--- config.mk ---
export PLATFORM = sky130hd
export DESIGN_NAME = nco_sweep_ctrl_flat
export DESIGN_NICKNAME = d
export VERILOG_FILES = /design/src/rtl/nco_sweep_ctrl_if.sv /design/src/rtl/nco_sweep_ctrl.sv /design/src/flat_wrapper.sv
export SDC_FILE = /design/constraint.sdc
export NUM_CORES = 1
export LEC_CHECK = 0
export ABC_CLOCK_PERIOD_IN_PS = 6300
export BUFFER_PORTS_ARGS = -buffer_cell sky130_fd_sc_hd__buf_4
export CORE_ASPECT_RATIO = 1.5
export CORE_UTILIZATION = 55
export CTS_CLUSTER_SIZE = 28
export DETAILED_ROUTE_END_ITERATION = 8
export PLACE_DENSITY = 0.8
export SLEW_MARGIN = 20
export SYNTH_ARGS = -nofsm -noshare
export SYNTH_HDL_FRONTEND = slang
export SYNTH_SLANG_ARGS = --single-unit
--- constraint.sdc ---
create_clock -name clk -period 6.3 [get_ports clk]
set_input_delay 1.26 -clock clk [delete_from_list [all_inputs] [get_ports clk]]
set_output_delay 1.26 -clock clk [all_outputs]
set_load 0.02 [all_outputs]
--- src/rtl/nco_sweep_ctrl_if.sv ---
// NCO byte-wide load port: data byte, control byte and enable.
// The sweep sequencer is the master (initiator); the NCO is the slave.
interface nco_sweep_ctrl_if;
    logic [7:0] ncoDataIn;
    logic [7:0] ncoCtrlIn;
    logic       ncoEnable;

    modport master (
        output ncoDataIn,
        output ncoCtrlIn,
        output ncoEnable
    );

    modport slave (
        input ncoDataIn,
        input ncoCtrlIn,
        input ncoEnable
    );
endinterface

--- src/rtl/nco_sweep_ctrl.sv ---
// Frequency-sweep sequencer that programs the NCO FCW point by point.
// Optional macro NCO_SWEEP_TRIANGLE_EN: up/down (triangle) sweep.
module nco_sweep_ctrl #(
    parameter int DWELL_W = 16,
    parameter int FCW_W   = 16
) (
    input  logic               clk,
    input  logic               rst,
    input  logic               start,
    input  logic               stop,
    input  logic [FCW_W-1:0]   startFcw,
    input  logic [FCW_W-1:0]   stopFcw,
    input  logic [FCW_W-1:0]   stepFcw,
    input  logic [DWELL_W-1:0] dwellCycles,
    input  logic [1:0]         waveMode,
    input  logic               continuous,
    nco_sweep_ctrl_if.master   nco,
    output logic               busy,
    output logic               done,
    output logic [FCW_W-1:0]   curFcw
);

    if (FCW_W != 16) begin : gFcwCheck
        $error("nco_sweep_ctrl: FCW_W must be 16");
    end

    typedef enum logic [2:0] {
        IDLE,
        WR_LO,
        WR_HI,
        DWELL,
        FIN
    } state_t;

    state_t             state;
    logic [7:0]         dataR;
    logic [7:0]         ctrlR;
    logic               enR;
    logic               busyR;
    logic               doneR;
    logic [FCW_W-1:0]   curR;
    logic [FCW_W-1:0]   startR;
    logic [FCW_W-1:0]   stopR;
    logic [FCW_W-1:0]   stepR;
    logic [DWELL_W-1:0] dwellR;
    logic [1:0]         modeR;
    logic               contR;
    logic [DWELL_W-1:0] dwellCnt;
    logic [DWELL_W-1:0] dwellLoad;

    logic [FCW_W:0]     sumUp;
    logic               upEnd;
    logic               haveNext;
    logic [FCW_W-1:0]   nextFcw;
`ifdef NCO_SWEEP_TRIANGLE_EN
    logic [FCW_W:0]     difDn;
    logic               dnEnd;
    logic               dirUp;
    logic               nextUp;
`endif

    assign nco.ncoDataIn = dataR;
    assign nco.ncoCtrlIn = ctrlR;
    assign nco.ncoEnable = enR;
    assign busy          = busyR;
    assign done          = doneR;
    assign curFcw        = curR;

    // A zero dwell still holds the point for one cycle.
    assign dwellLoad = (dwellR == '0) ? DWELL_W'(1) : dwellR;

    // Choose the next sweep point, or flag that the sweep has ended.
    always_comb begin
        sumUp    = {1'b0, curR} + {1'b0, stepR};
        upEnd    = sumUp[FCW_W] | (sumUp[FCW_W-1:0] > stopR)
                 | (stepR == '0);
        haveNext = 1'b1;
        nextFcw  = sumUp[FCW_W-1:0];
`ifdef NCO_SWEEP_TRIANGLE_EN
        difDn    = {1'b0, curR} - {1'b0, stepR};
        dnEnd    = difDn[FCW_W] | (difDn[FCW_W-1:0] < startR);
        nextUp   = 1'b1;
        if (dirUp) begin
            if (!upEnd) begin
                nextFcw = sumUp[FCW_W-1:0];
            end else if ((stepR != '0) && !dnEnd) begin
                nextFcw = difDn[FCW_W-1:0];
                nextUp  = 1'b0;
            end else if (contR && (stepR != '0)) begin
                nextFcw = startR;
            end else begin
                haveNext = 1'b0;
            end
        end else begin
            if (!dnEnd) begin
                nextFcw = difDn[FCW_W-1:0];
                nextUp  = 1'b0;
            end else if (contR) begin
                nextFcw = upEnd ? startR : sumUp[FCW_W-1:0];
            end else begin
                haveNext = 1'b0;
            end
        end
`else
        if (upEnd) begin
            if (contR && (stepR != '0)) begin
                nextFcw = startR;
            end else begin
                haveNext = 1'b0;
            end
        end
`endif
    end

    // Sweep FSM with all outputs registered alongside the state.
    always_ff @(posedge clk) begin
        if (rst) begin
            state    <= IDLE;
            dataR    <= '0;
            ctrlR    <= '0;
            enR      <= 1'b0;
            busyR    <= 1'b0;
            doneR    <= 1'b0;
            curR     <= '0;
            startR   <= '0;
            stopR    <= '0;
            stepR    <= '0;
            dwellR   <= '0;
            modeR    <= '0;
            contR    <= 1'b0;
            dwellCnt <= '0;
`ifdef NCO_SWEEP_TRIANGLE_EN
            dirUp    <= 1'b1;
`endif
        end else begin
            enR   <= 1'b1;
            doneR <= 1'b0;
            if (stop && (state != IDLE)) begin
                state <= IDLE;
                ctrlR <= '0;
                dataR <= '0;
                busyR <= 1'b0;
            end else begin
                unique case (state)
                    IDLE: begin
                        ctrlR <= '0;
                        dataR <= '0;
                        busyR <= 1'b0;
                        if (start && !stop) begin
                            startR <= startFcw;
                            stopR  <= stopFcw;
                            stepR  <= stepFcw;
                            dwellR <= dwellCycles;
                            modeR  <= waveMode;
                            contR  <= continuous;
                            curR   <= startFcw;
                            state  <= WR_LO;
                            ctrlR  <= {4'b0, 1'b0, 1'b1, waveMode};
                            dataR  <= startFcw[7:0];
                            busyR  <= 1'b1;
`ifdef NCO_SWEEP_TRIANGLE_EN
                            dirUp  <= 1'b1;
`endif
                        end
                    end
                    WR_LO: begin
                        state <= WR_HI;
                        ctrlR <= {4'b0, 1'b1, 1'b0, modeR};
                        dataR <= curR[15:8];
                    end
                    WR_HI: begin
                        state    <= DWELL;
                        ctrlR    <= {6'b0, modeR};
                        dataR    <= '0;
                        dwellCnt <= dwellLoad;
                    end
                    DWELL: begin
                        if (dwellCnt <= DWELL_W'(1)) begin
                            if (haveNext) begin
                                curR  <= nextFcw;
                                state <= WR_LO;
                                ctrlR <= {4'b0, 1'b0, 1'b1, modeR};
                                dataR <= nextFcw[7:0];
`ifdef NCO_SWEEP_TRIANGLE_EN
                                dirUp <= nextUp;
`endif
                            end else begin
                                state <= FIN;
                                doneR <= 1'b1;
                            end
                        end else begin
                            dwellCnt <= dwellCnt - DWELL_W'(1);
                        end
                    end
                    FIN: begin
                        state <= IDLE;
                        ctrlR <= '0;
                        dataR <= '0;
                        busyR <= 1'b0;
                    end
                    default: begin
                        state <= IDLE;
                    end
                endcase
            end
        end
    end

endmodule
--- src/flat_wrapper.sv ---
// flat-port wrapper written by rule: the top's interface ports become plain ports
module nco_sweep_ctrl_flat 
#(
    parameter int DWELL_W = 16,
    parameter int FCW_W   = 16
)
  (clk, rst, start, stop, startFcw, stopFcw, stepFcw, dwellCycles, waveMode, continuous, busy, done, curFcw, nco_ncoDataIn, nco_ncoCtrlIn, nco_ncoEnable);
  nco_sweep_ctrl_if nco_i ();
  input  logic clk;
  input  logic rst;
  input  logic start;
  input  logic stop;
  input  logic [FCW_W-1:0] startFcw;
  input  logic [FCW_W-1:0] stopFcw;
  input  logic [FCW_W-1:0] stepFcw;
  input  logic [DWELL_W-1:0] dwellCycles;
  input  logic [1:0] waveMode;
  input  logic continuous;
  output logic busy;
  output logic done;
  output logic [FCW_W-1:0] curFcw;
  output wire logic [$bits(nco_i.ncoDataIn)-1:0] nco_ncoDataIn;
  output wire logic [$bits(nco_i.ncoCtrlIn)-1:0] nco_ncoCtrlIn;
  output wire logic [$bits(nco_i.ncoEnable)-1:0] nco_ncoEnable;
  assign nco_ncoDataIn = nco_i.ncoDataIn;
  assign nco_ncoCtrlIn = nco_i.ncoCtrlIn;
  assign nco_ncoEnable = nco_i.ncoEnable;
  nco_sweep_ctrl #(.DWELL_W(DWELL_W), .FCW_W(FCW_W)) u_core (.clk(clk), .rst(rst), .start(start), .stop(stop), .startFcw(startFcw), .stopFcw(stopFcw), .stepFcw(stepFcw), .dwellCycles(dwellCycles), .waveMode(waveMode), .continuous(continuous), .nco(nco_i), .busy(busy), .done(done), .curFcw(curFcw));
endmodule
==> results.md <==
* Die height at around 130 um
* Wire length per cell at roughly 19 um
* Seq pwr share at approximately 37%
* Slowest CP cell: or4_1
* Final instance count without filler cells at between 1000 and 1500
* Worst-Skew Late Latency at ~0.4 ns
* Critical Path End: u_core.curFcw[2]$_SDFFE_PP0P_
* Largest net degree at the start of global routing at 90
* Crit path max fanout at 10
* Synth top area cells: dfxtp_1 37%, nand2_1 11%, a21oi_1 9.1%
* Antenna violations before repair at 0
* Status: finished, final reports clean
* Internal Power at roughly 0.0016 W
* Setup TNS at 0 ns
* Global route overflow at 0
* CP max stage delay at roughly 0.64 ns
* Most frequent cells after synthesis: 181 x nand2_1, 117 x a21oi_1, 117 x dfxtp_1
* Top-count cell post-synth: nand2_1
* CTS tree: done
* Slew Limit Fails at 0
* Final hold violations at 0
* Static leakage at 3.092 nW
* EDFF count, synth at 0
* Top cell type's share of synthesized area at approximately 37%
* Tmin final at between 5 and 6 ns
* Clock Tree Root: clkbuf_16
* Starting Density at between 50 and 60%
* Global-route usage over all layers at 33.68%
* Clk buf depth at 2
* # fillers at 954
* CP Launch Point: u_core.curFcw[0]$_SDFFE_PP0P_
* Reg2reg path depth at 15
* Antenna-violating nets left at 0
* Std cell rows at between 40 and 50
* Hpwl dp at roughly 15 mm
* Worst r2r dst: u_core.curFcw[2]$_SDFFE_PP0P_
* Cell count after synthesis at between 800 and 900
* Fmax at ~0.19 GHz
* PwrDens at 284.0 nW/um^2
* Worst vdd ir at between 0.2 and 0.25 mV
* WL final at about 20 mm
* Drt pass-1 iters at 5
* Worst Hold Class: flop to flop
* PostCTS Resize Cnt at 0
* R2r startpoint: u_core.curFcw[0]$_SDFFE_PP0P_
* Die Footprint at roughly 12000 sq um
* Critical-path cell list: ha_1, fa_1, a211oi_1, o211a_1, o31ai_1, a211oi_1, nor3_1, ha_1, nand4_1, or4_1, o311a_1, o31a_1, nor2_1, mux2_2, a311oi_1
* Share of layout cells above drive strength 1 at around 16%
* Hold Startpoint: u_core.startR[4]$_SDFFE_PP0P_
* Cells after DPL at 1041
* Syn Area/Cell at ~7.7 sq um
* Via count at roughly 6600
* Clk slew on worst S/H paths at ~0.050 ns
* Synth Flop Type: dfxtp_1
* First-pass GRT wire length at between 30 and 40 mm
* I/O pins at 106
* Setup violations, final at 0
* Unique masters post-synth at 63
* Final period util at a little over four fifths
* Power share of the clock group at approximately 46%
* Port bufs at between 100 and 150
* Core area at 11170 sq um
* Max-cap violations at 0
* Synth warn at 0
* Critical path class: flop to flop
* Setup Skew at about 0.0088 ns
* Cts bufs inserted at 17
* Mapped Area at ~6400 sq um
* Asr flop ratio synth at 0%
* RSZ-0062 raised after global routing: false
* DRC viols at 0
* P_sw at 0.0006223 W
* Relative max-transition margin at roughly 33%
* # diodes at 0
* 1st-iter DRT viols at between 500 and 600
* #FFs+latches synth at about 120
* Area Growth Syn to Fin at 21.97%
* Gate power share at around 17%
* Largest area contributor in the netlist: dfxtp_1
* Total Nets Final at 1019
* Crit path DAT at between 5 and 6 ns
* Required time worst endpoint at 6.61 ns
* Tightest Pin Transition at ~1 ns
* Sw Ratio at approximately 28%
* Post-synthesis sequential area ratio at between 30 and 40%
* Vias in the first global route at about 6400
* GPL Wtd Cong at approximately 0.93
* Die width at 90.12 um
* Reg-to-reg setup timing slack at about 0.99 ns
* Total Power at 0.002219 W
* Crit start category: flop
* Kind of end point of the critical path: flop
* CTS hold repair buffers at 0
* H-tree depth at 4
* Via density at ~6.2
* Clock sink total at ~120
* Postcts setup bufs at 0
==> per-stage QoR <==
step / utilization, % / hold WS [ns] / setup slack [ns] / area [sq um]
finish: 69.93 / 0.4532 / 0.9910 / 7814
global route: 69.93 / 0.4738 / 0.6955 / 7814
CTS: 69.89 / 0.4545 / 1.019 / 7809
detailed placement: 64.31 / 0.4467 / 1.088 / 7186
global placement: 64.31 / 0.4402 / 1.164 / 7186
floorplan: - / 0.4325 / 1.683 / 6417
==> power by group through the flow <==
stage | sequential [W] | clock (W) | combinational (W)
after floorplan | 0.000825 | 0 | 0.000239
after global placement | 0.000825 | 0 | 0.000363
after detailed placement | 0.000826 | 0 | 0.000369
after CTS | 0.000811 | 0.00104 | 0.000373
after global routing | 0.000815 | 0.00107 | 0.000414
final | 0.000812 | 0.00103 | 0.000377
==> cell type report <==
| cell class | instances | area (sq um) | share of cell area (%) |
|---|---|---|---|
| clock buffers | 20 | 446.7 | 5.717 |
| inverters | 27 | 101.3 | 1.297 |
| repair buffers | 107 | 803.3 | 10.28 |
| clock inverters | 12 | 176.4 | 2.258 |
| flip-flops and latches | 117 | 2342 | 29.98 |
| well taps | 147 | 183.9 | 2.354 |
| multi-input cells | 643 | 3760 | 48.12 |
==> routing by layer <==
metal	track usage, %	routed length [um]	vias to the layer above
met3	6.293	1003	79
met2	63.40	10520	269
li1	-	-	3178
met1	34.78	7444	3077
met4	18.64	1012	0
met5	0	0	-
==> critical path, delay by kind of cell, from the launching register on <==
family	cells	cell delay, ns
AND/OR/NAND/NOR	4	1.54
AO/OA/AOI/OAI	7	1.89
adder cells (fa/ha/maj)	3	1.02
flip-flops	1	0.33
multiplexers	1	0.43
==> worst min-delay path by stage <==
stage	cells past startpoint	end	slack, ns
after detailed placement	2	u_core.startR[11]$_SDFFE_PP0P_	0.45
after global placement	2	u_core.startR[4]$_SDFFE_PP0P_	0.44
final	2	u_core.startR[4]$_SDFFE_PP0P_	0.45
after CTS	2	u_core.startR[6]$_SDFFE_PP0P_	0.45
after global routing	2	u_core.modeR[0]$_SDFFE_PP0P_	0.47
after floorplan	2	u_core.startR[12]$_SDFFE_PP0P_	0.43
==> state kept, by name (all words and copies together), names as in the netlist, 3 cells and up <==
signal,count
u_core.dwellR,16
u_core.dwellCnt,16
u_core.startR,16
u_core.state,3
u_core.nco.ncoDataIn,8
u_core.nco.ncoCtrlIn,4
u_core.stepR,16
u_core.curFcw,16
u_core.stopR,16
==> cell families (layout without fill, tap and decap cells) <==
logic type	count (synthesis)	count (layout)	share of synthesized area (%)
flops	117	117	36.56
other cells	1	4	0.05854
mux	1	1	0.1758
compound gates	279	279	27.68
buf+inv	80	166	5.137
fa+ha+maj	35	35	6.953
simple gates	313	313	21.93
xor+xnor	11	11	1.504
==> cell usage in the layout (no fill, tap or decap), types with 5 or more instances in the layout <==
cell type	n
a31oi_1	8
dfxtp_1	117
o31ai_1	10
a211oi_1	15
nor2_1	36
a22oi_1	14
a211o_1	5
buf_4	107
ha_1	34
a32o_1	9
o21a_1	7
inv_1	27
nand4_1	7
o21ai_0	37
a21o_1	7
xnor2_1	8
a21boi_0	5
nor4_1	12
o211ai_1	8
clkbuf_16	17
a21oi_1	117
nor3_1	20
nand2b_1	9
nand2_1	181
nand3_1	20
o32ai_1	6
a22o_1	6
No activity file was read; power rests on OpenSTA's default activity.
